===== config.mk =====
export PLATFORM = sky130hd
export DESIGN_NAME = freq_count_ctrl
export DESIGN_NICKNAME = d
export VERILOG_FILES = /design/src/rtl/freq_count_ctrl.sv
export SDC_FILE = /design/constraint.sdc
export NUM_CORES = 1
export LEC_CHECK = 0
export ABC_AREA = 1
export BUFFER_PORTS_ARGS = -buffer_cell sky130_fd_sc_hd__buf_2
export CAP_MARGIN = 25
export CORE_ASPECT_RATIO = 0.6
export CORE_UTILIZATION = 40
export DETAILED_ROUTE_END_ITERATION = 16
export PLACE_DENSITY = 0.54
export SYNTH_ARGS = -nofsm -noshare
export SYNTH_HDL_FRONTEND = slang
export SYNTH_SLANG_ARGS = --single-unit

===== constraint.sdc =====
create_clock -name clk -period 1.9 [get_ports clk]
set_input_delay 0.57 -clock clk [delete_from_list [all_inputs] [get_ports clk]]
set_output_delay 0.57 -clock clk [all_outputs]
set_load 0.02 [all_outputs]

===== src/rtl/freq_count_ctrl.sv =====
// Frequency counter gate controller: counts synchronised sig_in rises over a fixed
// gate window, converts the count to two BCD digits and strobes load for the display.
module freq_count_ctrl #(
  parameter int UPDATE_PERIOD = 1200,
  parameter int COUNT_W       = 8,
  parameter int PERIOD_W      = 11
) (
  input  logic       clk,
  input  logic       reset,
  input  logic       enable,
  input  logic       sig_in,
  output logic [3:0] ten_count,
  output logic [3:0] unit_count,
  output logic       load,
  output logic       overflow,
  output logic       busy
);

  typedef enum logic [1:0] {IDLE, COUNT, TENS, LOAD} state_t;

  localparam logic [PERIOD_W-1:0] GATE_LAST = PERIOD_W'(UPDATE_PERIOD - 1);
  localparam logic [COUNT_W-1:0]  TEN       = COUNT_W'(10);
  localparam logic [COUNT_W-1:0]  ONE       = COUNT_W'(1);

  state_t              state;
  logic                s1, s2, s3;
  logic                edge_det;
  logic                edge_sat;
  logic                work_ge10;
  logic [COUNT_W-1:0]  edge_cnt;
  logic [COUNT_W-1:0]  edge_sum;
  logic [COUNT_W-1:0]  work;
  logic [PERIOD_W-1:0] gate_cnt;
  logic [3:0]          tens;

  // s1/s2 resolve metastability; s3 only provides the previous level for edge detect.
  always_ff @(posedge clk or negedge reset) begin
    if (!reset) begin
      s1 <= 1'b0;
      s2 <= 1'b0;
      s3 <= 1'b0;
    end else begin
      s1 <= sig_in;
      s2 <= s1;
      s3 <= s2;
    end
  end

  assign edge_det  = s2 & ~s3;
  assign edge_sat  = &edge_cnt;
  assign edge_sum  = (edge_det && !edge_sat) ? edge_cnt + ONE : edge_cnt;
  assign work_ge10 = (work >= TEN);

  always_ff @(posedge clk or negedge reset) begin
    if (!reset) begin
      state      <= IDLE;
      edge_cnt   <= '0;
      gate_cnt   <= '0;
      work       <= '0;
      tens       <= '0;
      ten_count  <= '0;
      unit_count <= '0;
      load       <= 1'b0;
      overflow   <= 1'b0;
      busy       <= 1'b0;
    end else begin
      load <= 1'b0;
      case (state)
        IDLE: begin
          edge_cnt <= '0;
          gate_cnt <= '0;
          if (enable) begin
            state <= COUNT;
            busy  <= 1'b1;
          end
        end
        COUNT: begin
          if (!enable) begin
            state <= IDLE;
            busy  <= 1'b0;
          end else if (gate_cnt == GATE_LAST) begin
            // an edge on the final gate cycle still lands in this window
            work  <= edge_sum;
            tens  <= '0;
            state <= TENS;
          end else begin
            gate_cnt <= gate_cnt + PERIOD_W'(1);
            edge_cnt <= edge_sum;
          end
        end
        TENS: begin
          if (!enable) begin
            state <= IDLE;
            busy  <= 1'b0;
          end else if (work_ge10 && tens != 4'd9) begin
            work <= work - TEN;
            tens <= tens + 4'd1;
          end else begin
            state <= LOAD;
            load  <= 1'b1;
            if (work_ge10) begin
              ten_count  <= 4'd9;
              unit_count <= 4'd9;
              overflow   <= 1'b1;
            end else begin
              ten_count  <= tens;
              unit_count <= work[3:0];
              overflow   <= 1'b0;
            end
          end
        end
        LOAD: begin
          state <= IDLE;
          busy  <= 1'b0;
        end
        default: begin
          state <= IDLE;
          busy  <= 1'b0;
        end
      endcase
    end
  end

endmodule


==> flow_metrics.env <==
export IMPL_wl_met1_mm=3.46
export IMPL_setup_ws_ns=0.214
export IMPL_slew_viol_final=0
export IMPL_antenna_cells=0
export IMPL_synthTopCellsByCount="nand2_1, dfrtp_1, inv_1"
export IMPL_core_area_mm2=0.00633
export IMPL_io_pins=15
export IMPL_worst_ep_required_time_ns=2.12
export IMPL_path_buf_inv=2
export IMPL_ys_ff_latch=47
export IMPL_regToRegStartpoint="state[0]"
export IMPL_clock_sinks=47
export IMPL_wirelength_mm=5.91
export IMPL_crit_cells=9
export IMPL_synth_area_mm2=0.00273
export IMPL_htreeDepth=2
export IMPL_area_growth_pct=13.6
export IMPL_cp_common_cell="nor2_1"
export IMPL_path_cells="inv_1 > ha_1 > nor2_1 > nor2_1 > nor2_1 > inv_1 > nor2_8 > nand2_1 > o21ai_2"
export IMPL_ctsRootBufferMaster="clkbuf_16"
export IMPL_slowest_delay_ns=0.38
export IMPL_vdd_ir_drop_max_v=0.000662
export IMPL_tns_ns=0
export IMPL_yosysTopAreaCellShare=0.432
export IMPL_p_leak_uw=0.00153
export IMPL_critPathLaunchType="flip-flop"
export IMPL_num_rows=22
export IMPL_wl_met3_um=328
export IMPL_gp_congestion=0.852
export IMPL_ant_nets=0
export IMPL_antenna_found_initial=0
export IMPL_relSlewSlack=0.714
export IMPL_ys_warn_count=0
export IMPL_dp_hpwl_mm=4.45
export IMPL_cts_buffers=5
export IMPL_synth_nets=361
export IMPL_outcome="finished clean"
export IMPL_port_buffers=14
export IMPL_worstSetupPathType="flip-flop to flip-flop"
export IMPL_p_per_area_mw_per_mm2=1290
export IMPL_avgSynthCellArea_um2=7.83
export IMPL_dr_pass1_iters=4
export IMPL_drt_iter0_drc=137
export IMPL_drc_errors=0
export IMPL_dr_max_layer_used="met4"
export IMPL_viasPerCell=4.84
export IMPL_cts_tree="yes"
export IMPL_rsz0062_at_grt="no"
export IMPL_wl_per_cell_um=12.9
export IMPL_dr_wl_met2_mm=2.06
export IMPL_r2r_slack_ns=0.21
export IMPL_vias=2210
export IMPL_synthTopCellsByArea="dfrtp_1, nand2_1, inv_1"
export IMPL_ys_flop_type="dfrtp_1"
export IMPL_crit_slowest_cell="dfrtp_1"
export IMPL_synth_largest_area_cell="dfrtp_1"
export IMPL_fillCellCount=643
export IMPL_dieArea_mm2=0.00716
export IMPL_clk_latency_ns=0.29
export IMPL_yosys_cell_count_top_type="nand2_1"
export IMPL_grtUsageTotal=0.191
export IMPL_critPathArrivalTime_ns=1.90
export IMPL_finClkSkew_ns=0.00446
export IMPL_grt_overflow_total=0
export IMPL_die_w_um=109
export IMPL_r2r_end="tens[2]"
export IMPL_min_period_ns=1.69
export IMPL_maxCapViolCount=0
export IMPL_grt_pass1_vias=2020
export IMPL_fmax_mhz=593
export IMPL_path_clk_slew_ns=0.06
export IMPL_synthCells=348
export IMPL_crit_start="state[0]"
export IMPL_hold_violations=0
export IMPL_reg2regPathDepth=9
export IMPL_grt_pass1_wl_mm=10.2
export IMPL_final_nets=387
export IMPL_cp_endpoint="tens[2]"
export IMPL_initial_core_util=0.430
export IMPL_grt_max_degree=19
export IMPL_synth_edf_count=0
export IMPL_fin_crit_sh=0.887
export IMPL_hold_class="input port to async pin"
export IMPL_cp_end_kind="flip-flop"
export IMPL_synth_cell_types=32
export IMPL_cts_path_max_buffers=2
export IMPL_layout_drive_gt1_share=0.147
export IMPL_worst_pin_slew_ns=0.428
export IMPL_synth_async_reset_ratio=1.00
export IMPL_die_y_um=65.9
export IMPL_path_delay_family="simple AND/OR/NAND/NOR gates"
export IMPL_finalSetupViolCount=0
export IMPL_dp_slack_ns=0.191
export IMPL_ys_seq_area_frac=0.432
export IMPL_critPathMaxFanout=13
==> layout by cell type, fill, tap and decap left out <==
| cell | count |
|---|---|
| inv_1 | 46 |
| nand4_1 | 5 |
| a21oi_1 | 3 |
| or3_1 | 1 |
| clkbuf_1 | 1 |
| mux2_2 | 1 |
| xnor2_1 | 2 |
| nand3_2 | 6 |
| or2_2 | 1 |
| inv_2 | 2 |
| buf_4 | 10 |
| ha_1 | 8 |
| clkbuf_16 | 5 |
| nor3_1 | 4 |
| o22ai_1 | 3 |
| nand2_1 | 98 |
| dfrtp_1 | 47 |
| o21ai_1 | 12 |
| o21ai_0 | 13 |
| a22o_1 | 4 |
| ha_2 | 1 |
| nor2_8 | 1 |
| nand3_4 | 1 |
| nand3_1 | 32 |
| o21ai_2 | 2 |
| buf_2 | 14 |
| nor2_1 | 26 |
| a22oi_1 | 4 |
| xor2_1 | 8 |
| nand3b_1 | 1 |
| nor2_2 | 3 |
| nand2_4 | 3 |
| buf_12 | 2 |
| nand2_2 | 3 |
==> sequential cells by signal, indices dropped and copies added, names as in the netlist <==
register,count
ten_count,4
load,1
s3,1
overflow,1
unit_count,4
work,8
busy,1
s1,1
state,2
gate_cnt,11
edge_cnt,8
tens,4
s2,1
==> routing by layer <==
layer	up-vias	global-route usage
met4	0	0.0659
met1	990	0.311
met5	-	0
met3	4	0.0443
met2	47	0.231
li1	1169	-
==> final cells by class <==
class                           count  area (um2)  share of cell area
Inverter                           48         180              0.0582
Tap cell                           84         105              0.0339
Multi-Input combinational cell    246        1320               0.427
Clock buffer                        6         129              0.0416
Timing Repair Buffer               26         185              0.0598
Sequential cell                    47        1180               0.380
==> power by group <==
part           total, uW  internal, uW  switching, uW
clock network        828           474            354
registers           1430          1240            190
logic               1740           631           1110
total               4000          2340           1650
==> through the flow <==
stage | cell area [um2] | util | hold slack [ns] | instances | total power (uW)
floorplan | 2730 | - | 0.274 | 348 | 2690
global placement | 2970 | 0.468 | 0.337 | 451 | 3180
detailed placement | 2970 | 0.468 | 0.336 | 451 | 3180
CTS | 3090 | 0.489 | 0.225 | 457 | 4020
global route | 3100 | 0.489 | 0.234 | 457 | 4300
finish | 3100 | 0.489 | 0.215 | 457 | 4000
==> how the worst min path moves through the flow <==
stage	depth (start not counted)	end
detailed placement	0	s2
floorplan	0	busy
finish	1	edge_cnt[7]
CTS	1	gate_cnt[6]
global route	1	s2
global placement	0	s2
==> logic make-up (layout without fill, tap and decap cells) <==
family,Yosys count,count (layout),synth area share
buf+inv,55,80,0.0845
simple gates,185,185,0.318
compound gates,41,41,0.0886
flops,47,47,0.432
mux,1,1,0.00413
xor+xnor,10,10,0.0321
fa+ha+maj,9,9,0.0413
==> repair_timing <==
item	CTS	global route
endpoints found under the setup margin	0	7
setup buffers	0	0
hold buffers	0	0
gates resized for setup	0	1
Note: power is estimated with default switching activity, not from simulation.
